### src/rtl/axil_pkg.sv
// Shared definitions for the AXI4-Lite register slave: response codes,
// register offsets, FSM state enums and the offset-to-register decode.
package axil_pkg;

  localparam logic [1:0] RESP_OKAY   = 2'd0;
  localparam logic [1:0] RESP_SLVERR = 2'd2;

  localparam logic [3:0] OFF_REG0 = 4'h0;
  localparam logic [3:0] OFF_REG1 = 4'h4;
  localparam logic [3:0] OFF_SUM  = 4'h8;
  localparam logic [3:0] OFF_CNT  = 4'hC;

  typedef enum logic {W_IDLE, W_RESP} wstate_e;
  typedef enum logic {R_IDLE, R_DATA} rstate_e;

  typedef enum logic [2:0] {
    SEL_REG0, SEL_REG1, SEL_SUM, SEL_CNT, SEL_NONE
  } reg_sel_e;

  typedef struct packed {
    wstate_e wstate;
    rstate_e rstate;
  } axil_dbg_t;

  // Byte-lane bits [1:0] are ignored; anything at or above offset 0x10 is unmapped.
  function automatic reg_sel_e sel_from_offset(input logic [3:0] low, input logic in_range);
    reg_sel_e sel;
    sel = SEL_NONE;
    if (in_range) begin
      case ({low[3:2], 2'b00})
        OFF_REG0: sel = SEL_REG0;
        OFF_REG1: sel = SEL_REG1;
        OFF_SUM:  sel = SEL_SUM;
        OFF_CNT:  sel = SEL_CNT;
        default:  sel = SEL_NONE;
      endcase
    end
    return sel;
  endfunction

endpackage

### src/rtl/axil_reg_slave_wcap.sv
// Independent capture of the AW and W channels: each is accepted once and held
// until the write FSM consumes the pair.
module axil_reg_slave_wcap #(
  parameter int unsigned DATA_WIDTH = 32,
  parameter int unsigned ADDR_WIDTH = 8
) (
  input  logic                    clk_i,
  input  logic                    rst_ni,
  input  logic [ADDR_WIDTH-1:0]   awaddr_i,
  input  logic                    awvalid_i,
  output logic                    awready_o,
  input  logic [DATA_WIDTH-1:0]   wdata_i,
  input  logic [DATA_WIDTH/8-1:0] wstrb_i,
  input  logic                    wvalid_i,
  output logic                    wready_o,
  input  logic                    idle_next_i,
  input  logic                    clear_i,
  output logic                    aw_held_o,
  output logic                    w_held_o,
  output logic [ADDR_WIDTH-1:0]   awaddr_o,
  output logic [DATA_WIDTH-1:0]   wdata_o,
  output logic [DATA_WIDTH/8-1:0] wstrb_o
);

  logic                    aw_held_q, aw_held_d;
  logic                    w_held_q, w_held_d;
  logic                    awready_q, wready_q;
  logic [ADDR_WIDTH-1:0]   awaddr_q;
  logic [DATA_WIDTH-1:0]   wdata_q;
  logic [DATA_WIDTH/8-1:0] wstrb_q;

  logic aw_hs, w_hs;
  assign aw_hs = awvalid_i && awready_q;
  assign w_hs  = wvalid_i && wready_q;

  always_comb begin
    aw_held_d = aw_held_q;
    w_held_d  = w_held_q;
    if (clear_i) begin
      aw_held_d = 1'b0;
      w_held_d  = 1'b0;
    end else begin
      if (aw_hs) aw_held_d = 1'b1;
      if (w_hs)  w_held_d  = 1'b1;
    end
  end

  // Readies are registered so they are low during reset and rise on the first released edge.
  always_ff @(posedge clk_i) begin
    if (!rst_ni) begin
      aw_held_q <= 1'b0;
      w_held_q  <= 1'b0;
      awready_q <= 1'b0;
      wready_q  <= 1'b0;
      awaddr_q  <= '0;
      wdata_q   <= '0;
      wstrb_q   <= '0;
    end else begin
      aw_held_q <= aw_held_d;
      w_held_q  <= w_held_d;
      awready_q <= idle_next_i && !aw_held_d;
      wready_q  <= idle_next_i && !w_held_d;
      if (aw_hs) awaddr_q <= awaddr_i;
      if (w_hs) begin
        wdata_q <= wdata_i;
        wstrb_q <= wstrb_i;
      end
    end
  end

  assign awready_o = awready_q;
  assign wready_o  = wready_q;
  assign aw_held_o = aw_held_q;
  assign w_held_o  = w_held_q;
  assign awaddr_o  = awaddr_q;
  assign wdata_o   = wdata_q;
  assign wstrb_o   = wstrb_q;

endmodule

### src/rtl/axil_reg_slave.sv
// AXI4-Lite slave with two RW registers, their registered sum and an optional
// OKAY-write counter enabled by AXIL_REG_SLAVE_CNT_EN.
// Every channel uses valid/ready: a beat transfers on a rising edge where both are 1,
// and a source holds valid and payload stable until that edge.
module axil_reg_slave
  import axil_pkg::*;
#(
  parameter int unsigned DATA_WIDTH = 32,
  parameter int unsigned ADDR_WIDTH = 8,
  parameter int unsigned RESP_WIDTH = 3,
  parameter int unsigned BASE_ADDR  = 0
) (
  input  logic                    s0_axi_aclk,
  input  logic                    s0_axi_aresetn,
  input  logic [ADDR_WIDTH-1:0]   s0_axi_awaddr,
  input  logic                    s0_axi_awvalid,
  output logic                    s0_axi_awready,
  input  logic [DATA_WIDTH-1:0]   s0_axi_wdata,
  input  logic [DATA_WIDTH/8-1:0] s0_axi_wstrb,
  input  logic                    s0_axi_wvalid,
  output logic                    s0_axi_wready,
  output logic [RESP_WIDTH-1:0]   s0_axi_bresp,
  output logic                    s0_axi_bvalid,
  input  logic                    s0_axi_bready,
  input  logic [ADDR_WIDTH-1:0]   s0_axi_araddr,
  input  logic                    s0_axi_arvalid,
  output logic                    s0_axi_arready,
  output logic [DATA_WIDTH-1:0]   s0_axi_rdata,
  output logic [RESP_WIDTH-1:0]   s0_axi_rresp,
  output logic                    s0_axi_rvalid,
  input  logic                    s0_axi_rready,
  output axil_dbg_t               dbg_state_o
);

  localparam int unsigned STRB_WIDTH = DATA_WIDTH / 8;
  localparam logic [ADDR_WIDTH-1:0] BASE = ADDR_WIDTH'(BASE_ADDR);

  function automatic reg_sel_e decode(input logic [ADDR_WIDTH-1:0] addr);
    logic [ADDR_WIDTH-1:0] off;
    off = addr - BASE;
    return sel_from_offset(off[3:0], (off >> 4) == '0);
  endfunction

  function automatic logic [DATA_WIDTH-1:0] merge_bytes(
    input logic [DATA_WIDTH-1:0] old_v,
    input logic [DATA_WIDTH-1:0] new_v,
    input logic [STRB_WIDTH-1:0] strb
  );
    logic [DATA_WIDTH-1:0] res;
    res = old_v;
    for (int i = 0; i < STRB_WIDTH; i++) begin
      if (strb[i]) res[i*8 +: 8] = new_v[i*8 +: 8];
    end
    return res;
  endfunction

  logic                  aw_held, w_held, both_held;
  logic [ADDR_WIDTH-1:0] h_awaddr;
  logic [DATA_WIDTH-1:0] h_wdata;
  logic [STRB_WIDTH-1:0] h_wstrb;
  logic                  w_idle_next, do_write;

  wstate_e               wstate_q;
  logic                  bvalid_q;
  logic [RESP_WIDTH-1:0] bresp_q;

  assign both_held = aw_held && w_held;
  assign do_write  = (wstate_q == W_IDLE) && both_held;
  assign w_idle_next = (wstate_q == W_IDLE) ? !both_held : s0_axi_bready;

  axil_reg_slave_wcap #(
    .DATA_WIDTH(DATA_WIDTH),
    .ADDR_WIDTH(ADDR_WIDTH)
  ) u_wcap (
    .clk_i      (s0_axi_aclk),
    .rst_ni     (s0_axi_aresetn),
    .awaddr_i   (s0_axi_awaddr),
    .awvalid_i  (s0_axi_awvalid),
    .awready_o  (s0_axi_awready),
    .wdata_i    (s0_axi_wdata),
    .wstrb_i    (s0_axi_wstrb),
    .wvalid_i   (s0_axi_wvalid),
    .wready_o   (s0_axi_wready),
    .idle_next_i(w_idle_next),
    .clear_i    (do_write),
    .aw_held_o  (aw_held),
    .w_held_o   (w_held),
    .awaddr_o   (h_awaddr),
    .wdata_o    (h_wdata),
    .wstrb_o    (h_wstrb)
  );

  reg_sel_e   wr_sel;
  logic       wr_ok;
  logic [1:0] wr_resp;
  assign wr_sel  = decode(h_awaddr);
  assign wr_ok   = (wr_sel == SEL_REG0) || (wr_sel == SEL_REG1);
  assign wr_resp = wr_ok ? RESP_OKAY : RESP_SLVERR;

  logic [DATA_WIDTH-1:0] reg0_q, reg0_d, reg1_q, reg1_d, sum_q, cnt_val;

  always_comb begin
    reg0_d = reg0_q;
    reg1_d = reg1_q;
    if (do_write && wr_sel == SEL_REG0) reg0_d = merge_bytes(reg0_q, h_wdata, h_wstrb);
    if (do_write && wr_sel == SEL_REG1) reg1_d = merge_bytes(reg1_q, h_wdata, h_wstrb);
  end

  // SUM is built from the current register values, so it trails a write by one cycle.
  always_ff @(posedge s0_axi_aclk) begin
    if (!s0_axi_aresetn) begin
      reg0_q <= '0;
      reg1_q <= '0;
      sum_q  <= '0;
    end else begin
      reg0_q <= reg0_d;
      reg1_q <= reg1_d;
      sum_q  <= reg0_q + reg1_q;
    end
  end

`ifdef AXIL_REG_SLAVE_CNT_EN
  logic [DATA_WIDTH-1:0] cnt_q;
  always_ff @(posedge s0_axi_aclk) begin
    if (!s0_axi_aresetn) cnt_q <= '0;
    else if (do_write && wr_ok) cnt_q <= cnt_q + DATA_WIDTH'(1);
  end
  assign cnt_val = cnt_q;
`else
  assign cnt_val = '0;
`endif

  always_ff @(posedge s0_axi_aclk) begin
    if (!s0_axi_aresetn) begin
      wstate_q <= W_IDLE;
      bvalid_q <= 1'b0;
      bresp_q  <= '0;
    end else begin
      case (wstate_q)
        W_IDLE: if (both_held) begin
          wstate_q <= W_RESP;
          bvalid_q <= 1'b1;
          bresp_q  <= RESP_WIDTH'(wr_resp);
        end
        W_RESP: if (s0_axi_bready) begin
          wstate_q <= W_IDLE;
          bvalid_q <= 1'b0;
        end
        default: wstate_q <= W_IDLE;
      endcase
    end
  end

  reg_sel_e              rd_sel;
  logic [DATA_WIDTH-1:0] rd_val;
  logic [1:0]            rd_resp;

  always_comb begin
    rd_sel  = decode(s0_axi_araddr);
    rd_val  = '0;
    rd_resp = RESP_OKAY;
    case (rd_sel)
      SEL_REG0: rd_val = reg0_q;
      SEL_REG1: rd_val = reg1_q;
      SEL_SUM:  rd_val = sum_q;
      SEL_CNT:  rd_val = cnt_val;
      default:  rd_resp = RESP_SLVERR;
    endcase
  end

  rstate_e               rstate_q;
  logic                  arready_q, rvalid_q;
  logic [DATA_WIDTH-1:0] rdata_q;
  logic [RESP_WIDTH-1:0] rresp_q;

  // Read data is sampled from pre-edge register values, so a same-edge write is not visible.
  always_ff @(posedge s0_axi_aclk) begin
    if (!s0_axi_aresetn) begin
      rstate_q  <= R_IDLE;
      arready_q <= 1'b0;
      rvalid_q  <= 1'b0;
      rdata_q   <= '0;
      rresp_q   <= '0;
    end else begin
      case (rstate_q)
        R_IDLE: begin
          arready_q <= 1'b1;
          if (arready_q && s0_axi_arvalid) begin
            rstate_q  <= R_DATA;
            arready_q <= 1'b0;
            rvalid_q  <= 1'b1;
            rdata_q   <= rd_val;
            rresp_q   <= RESP_WIDTH'(rd_resp);
          end
        end
        R_DATA: if (s0_axi_rready) begin
          rstate_q  <= R_IDLE;
          arready_q <= 1'b1;
          rvalid_q  <= 1'b0;
        end
        default: rstate_q <= R_IDLE;
      endcase
    end
  end

  assign s0_axi_bvalid      = bvalid_q;
  assign s0_axi_bresp       = bresp_q;
  assign s0_axi_arready     = arready_q;
  assign s0_axi_rvalid      = rvalid_q;
  assign s0_axi_rdata       = rdata_q;
  assign s0_axi_rresp       = rresp_q;
  assign dbg_state_o.wstate = wstate_q;
  assign dbg_state_o.rstate = rstate_q;

endmodule

### config.mk
export PLATFORM = sky130hd
export DESIGN_NAME = axil_reg_slave
export DESIGN_NICKNAME = d
export VERILOG_FILES = /design/src/rtl/axil_pkg.sv /design/src/rtl/axil_reg_slave_wcap.sv /design/src/rtl/axil_reg_slave.sv
export SDC_FILE = /design/constraint.sdc
export NUM_CORES = 1
export LEC_CHECK = 0
export CAP_MARGIN = 30
export CORE_MARGIN = 8
export CORE_UTILIZATION = 45
export DETAILED_ROUTE_END_ITERATION = 10
export HOLD_SLACK_MARGIN = 0.06
export PLACE_DENSITY = 0.67
export SYNTH_ARGS = -nofsm -noshare
export SYNTH_HDL_FRONTEND = slang
export SYNTH_SLANG_ARGS = --single-unit
### constraint.sdc
create_clock -name s0_axi_aclk -period 2.5 [get_ports s0_axi_aclk]
set_input_delay 0.5 -clock s0_axi_aclk [delete_from_list [all_inputs] [get_ports s0_axi_aclk]]
set_output_delay 0.5 -clock s0_axi_aclk [all_outputs]
set_load 0.01 [all_outputs]
== Word level (Yosys, flattened, before mapping) ==
Index checks and enable logic that the tools add are counted.

* Register bits: 185
* Bits in latches: 0
* Bits in writable memories: 0
* Bits in read-only memories: 0
* Input bits: 59
* Output and inout bits: 45
* Logic and storage cells: 100
* Memories: 0

* $add $sub $neg: 1
* $mul: 0
* Divide/modulo/power cells: 0
* Magnitude comparators: 0
* Eq/ne operators: 14
* Shifts and indexed selects: 0
* Multiplexer cells: 27
* Bitwise logic cells: 2
* Reduce and logical (&&, ||, !) cells: 32

{| class="wikitable"
|+ Operators with widths
! kind !! count
|-
| $pmux 32 s3 || 1
|-
| $add 32x32->32 || 1
|-
| $pmux 3 s4 || 2
|-
| $reduce_and 2->1 || 12
|-
| $logic_not 8->1 || 2
|-
| $mux 1 || 15
|-
| $pmux 1 s2 || 5
|-
| $logic_and 1x1->1 || 9
|-
| $eq 2x2->1 const B || 4
|-
| $ne 2x2->1 const B || 4
|-
| $eq 3x1->1 const B || 2
|-
| $eq 3x2->1 const B || 2
|-
| $logic_not 3->1 || 2
|-
| $mux 3 || 2
|-
| $eq 2x1->1 const B || 2
|-
| $logic_not 2->1 || 2
|-
| $mux 2 || 2
|-
| $reduce_or 4->1 || 1
|-
| $logic_not 1->1 || 3
|-
| $not 1->1 || 2
|-
| $logic_or 1x1->1 || 1
|}

== Logic depth before layout (Yosys ltp) ==
Gate-level depths: netlist (run 1).

* Depth after elaboration: 6
* Mapped depth: 9
* Depth with buffers taken out: 9

== Modules after synthesis ==
A second synthesis (run 1) with hierarchy kept.

* Cell total of the unflattened synthesis: 1,062
* Area total of the unflattened synthesis: 8,888.5 um^2

{| class="wikitable"
|+ By module, submodules not included
! module !! times used !! cells an instance !! area each (um^2) !! sequential area each (um^2)
|-
| axil_reg_slave || 1 || 847 || 6,909.1 || 2,702.6
|-
| axil_reg_slave_wcap || 1 || 215 || 1,979.4 || 960.9
|}

== Worst setup path after synthesis (run 1) ==
No wires, ideal clock.

* Kind: flip-flop to flip-flop
* From: register reg0_q[0]
* To: register sum_q[30]
* Library setup time: 124 ps
* Arrival time: 2,158 ps
* Required time: 2,376 ps
* Slack: 218 ps
* Stages on the path, launching flop included: 10
* Buffers on the path: 0
* Clock period less this slack: 2,282 ps
* Cells stage by stage: dfxtp_1 -> ha_1 -> fa_1 -> a21o_1 -> a221o_2 -> nand4_1 -> a31oi_1 -> a21oi_1 -> o21ai_0 -> mux2i_1

* Cells in the longest elaborated chain, start to end: 1

{| class="wikitable"
|+ RTL lines
! element !! RTL line !! RTL
|-
| start: declaration || axil_reg_slave.sv:100 || <nowiki>logic [DATA_WIDTH-1:0] reg0_q, reg0_d, reg1_q, reg1_d, sum_q, cnt_val;</nowiki>
|-
| start signal: assignment || axil_reg_slave.sv:116 || <nowiki>reg0_q <= reg0_d;</nowiki>
|-
| $add 32x32->32 || axil_reg_slave.sv:118 || <nowiki>sum_q <= reg0_q + reg1_q;</nowiki>
|-
| end signal: assignment || axil_reg_slave.sv:118 ||
|-
| end: declaration || axil_reg_slave.sv:100 ||
|}

No other way between the ends.
A chain may end at the register's enable or synchronous reset.

== Worst setup path after layout (run 1) ==
* From: register reg1_q[1]
* To: register sum_q[29]

* Cells in the longest elaborated chain, start to end: 1

{| class="wikitable"
|+ RTL lines
! element !! RTL line !! RTL
|-
| start: declaration || axil_reg_slave.sv:100 ||
|-
| start signal: assignment || axil_reg_slave.sv:117 || <nowiki>reg1_q <= reg1_d;</nowiki>
|-
| $add 32x32->32 || axil_reg_slave.sv:118 ||
|}

No other way between the ends.

==> results of run 1 <==
[metal layers]
metal	routed length, um	GRT usage, %	share of wire, %	vias up
li1	-	-	-	3819
met1	11550	28.68	53	3370
met2	8559	25.39	39	262
met3	1424	3.829	6.5	20
met4	270	5.378	1.2	0
met5	0	0	0	-
[layout make-up]
cell class / count / area [sq um]
Clock buffer: 17 / 425.4
Clock inverter: 15 / 181.4
Fill cell: 1696 / 7789
Inverter: 9 / 36.28
Multi-Input combinational cell: 794 / 4413
Sequential cell: 181 / 3623
Tap cell: 229 / 286.5
Timing Repair Buffer: 138 / 1331
[worst register-to-register path, stage by stage, from the launching register on]
cell and delay [ns]:
dfxtp_1 0.45, ha_1 0.29, a211oi_1 0.30, o211ai_2 0.17, a31oi_2 0.29, a2111oi_4 0.16, a211oi_1 0.39, xor2_1 0.18
nor2_1 0.05
[cells in the final DEF, fill, tap and decap left out, types with 5 or more instances in the layout]
master,netlist,routed
ha_1,31,30
buf_12,0,5
buf_4,6,38
and3_1,7,7
o21bai_1,6,6
o21a_1,8,8
xor2_1,10,10
nor2_1,81,79
dfxtp_1,181,181
clkdlybuf4s50_1,0,94
clkbuf_16,0,17
mux2i_1,36,36
a22oi_1,32,32
inv_6,0,5
nand4_1,7,7
a211oi_1,7,7
a21o_1,5,5
a21oi_1,151,150
xnor2_1,12,12
nand3_1,81,81
inv_1,8,8
nand2b_1,5,5
o21ai_0,54,53
nand2_1,220,220
[power groups by stage]
stage	clock (mW)	sequential [mW]	combinational, mW
after floorplan	0	3.02	0.193
after global placement	0	3.04	0.338
after detailed placement	0	3.04	0.340
after CTS	2.78	2.97	0.342
after global routing	2.89	2.98	0.372
final	2.73	2.97	0.338
[per-stage QoR]
step           utilization, %  hold slack, ns  instance area, sq um
4_1_cts                 56.87          0.4621                 10290
6_report                56.94          0.4622                 10300
3_5_place_dp            53.52          0.4511                  9679
2_1_floorplan               -          0.4360                  8352
5_1_grt                 56.94          0.4823                 10300
3_3_place_gp            53.52          0.4433                  9679
[worst max path at each step]
| stage | startpoint | end | slack, ns |
|---|---|---|---|
| 2_1_floorplan | reg0_q[0] | sum_q[30] | 0.22 |
| 3_3_place_gp | reg0_q[0] | sum_q[30] | 0.04 |
| 3_5_place_dp | reg0_q[0] | sum_q[30] | 0.06 |
| 4_1_cts | reg0_q[0] | sum_q[30] | 0.04 |
| 5_1_grt | reg1_q[1] | sum_q[29] | 0.004 |
| 6_report | reg1_q[1] | sum_q[29] | 0.12 |
[state kept, by name, indices dropped and copies added, names as in the netlist, 4 cells and up]
name and flops:
u_wcap.wstrb_o 4, u_wcap.awaddr_o 6, reg0_q 32, u_wcap.wdata_o 32, s0_axi_rdata 32, sum_q 32
reg1_q 32
[logic make-up (layout without fill, tap and decap cells)]
logic type                 after synthesis  count (layout)  share of synthesized area, %
AOI/OAI and AO/OA                      283             283                         19.80
xor gates and xnor gates                22              22                         2.310
adders and majority gates               32              32                         4.890
buffers and inverters                   79             179                         4.050
DFF                                    181             181                         43.44
muxes                                   36              36                         4.320
other                                    1               4                       0.04496
and+or+nand+nor                        417             417                         21.14
[timing repair]
item / 4_1_cts / 5_1_grt
gates resized for setup: 0 / 4
hold buffers: 0 / 0
setup endpoints to repair: 0 / 5
==> results_dict.tcl, run 1 <==
set metrics [dict create \
    status "finished clean" \
    synth-edff-count 0 \
    die_area_sq_um 23150 \
    clock_latency_ns 0.44 \
    synth.avg_cell_area_sq_um 7.936 \
    drive_above_1_share_pct 8.232 \
    slowest_stage "dfxtp_1" \
    max_stage_delay_ns 0.45 \
    synth_ff_type "dfxtp_1" \
    holdPathStages 2 \
    grt_pass1_wl_mm 35.88 \
    antennaDiodeCount 0 \
    synthTopCellsByCount "220 x nand2_1, 181 x dfxtp_1, 151 x a21oi_1" \
    worst_slew_pin_slew_ns 0.5975 \
    critical_path_required_ns 2.83 \
    finClkSkew_ns 0.01258 \
    fin_nets 1232 \
    synth_seq_area_share_pct 43.44 \
    cp.depth 8 \
    dieWidth_um 152.1 \
    critPathArrivalTime_ns 2.72 \
    ys_types 52 \
    antenna_found_initial 0 \
    setup_viol 0 \
    viasPerCell 5.402 \
    hold_violations 0 \
    slew-limit-headroom_pct 60.11 \
    critical_path.most_common_cell "a211oi_1" \
    p_switching_mw 1.521 \
    die_y_um 152.1 \
    async_flop_share_pct 0 \
    hold_start "u_wcap.awaddr_o[7]" \
    combPwrFrac_pct 5.6 \
    r2r_cells 8 \
    dp.cells 1351 \
    ant_nets 0 \
    endpoint_kind "register" \
    cts_tree "built" \
    crit_path_start_kind "register" \
    ios 104 \
    seqPwrFrac_pct 49.2 \
    final.min_clock_period_ns 2.383 \
    yosysTopAreaCell "dfxtp_1" \
    period_share_pct 95.33 \
    wl_mm 21.80 \
    sw_frac_of_total_pct 25.17 \
    htreeDepth 4 \
    first_pass_iters 6 \
    first_global_vias 6859 \
    rows 49 \
    area_delta_synth_final_pct 23.46 \
    path_class "register to register" \
    r2r_end "sum_q[29]" \
    whs_endpoint "u_wcap.awaddr_o[7]" \
    power_leakage_nw 3.765 \
    placement.io_buffers 95 \
    worst-path-buf-inv 0 \
    dp_slack_ns 0.05506 \
    cts_sinks 181 \
    r2r_slack_ns 0.12 \
    start_util_pct 46.12 \
    pwr-share-clk_pct 45.2 \
    internal_power_mw 4.521 \
    p_total_mw 6.042 \
    maxSlewViolCount 0 \
    yosysWarnings 0 \
    drtIter0Drc 728 \
    rsz0062_at_grt "no" \
    r2r_start "reg1_q[1]" \
    grt.overflow.total 0 \
    fmax_mhz 419.6 \
    yosysMostFrequentCell "nand2_1" \
    critPathTopFamily "compound AO/OA/AOI/OAI gates" \
    hpwl_mm 16.03 \
    final_cells 1383 \
    vias 7471 \
    setup-tns-final_ns 0 \
    cts_buffer_depth 2 \
    netlist_area_sq_um 8340 \
    hp-class "register to register" \
    synthCells 1051 \
    clockRootBuffer "clkbuf_16" \
    cap_violations 0 \
    vdd_drop_max_v 0.0004951 \
    gp_congestion 0.8939 \
    grt_max_degree 55 \
    crit_chain "ha_1 > a211oi_1 > o211ai_2 > a31oi_2 > a2111oi_4 > a211oi_1 > xor2_1 > nor2_1" \
    crit_fanout 4 \
    power_density_nw_per_um2 586.7 \
    drc 0 \
    layout_setup_ws_ns 0.1166 \
    post_cts_buffers 0 \
    core_sq_um 18090 \
    grt_use_total_pct 18.71 \
    clk_pin_slew_ns 0.08 \
    ys_seq_elements 181 \
    yosys-top-cells-area "dfxtp_1 43%, nand2_1 9.9%, a21oi_1 9.1%" \
    numCtsBuffers 17 \
    synth_top_area_share_pct 43.44 \
    wire_per_inst_um 15.76 \
]
Note: power is estimated with default switching activity, not from simulation.
==> inputs of run 2 (changes only) <==
--- a/config.mk
+++ b/config.mk
@@ -8,6 +8,7 @@
 export CAP_MARGIN = 30
 export CORE_MARGIN = 8
 export CORE_UTILIZATION = 45
+export CTS_CLUSTER_SIZE = 25
 export DETAILED_ROUTE_END_ITERATION = 10
 export HOLD_SLACK_MARGIN = 0.06
 export PLACE_DENSITY = 0.67
==> results of run 2 <==
Same layout as run 1: the final DEF is identical, and so are final timing and power.
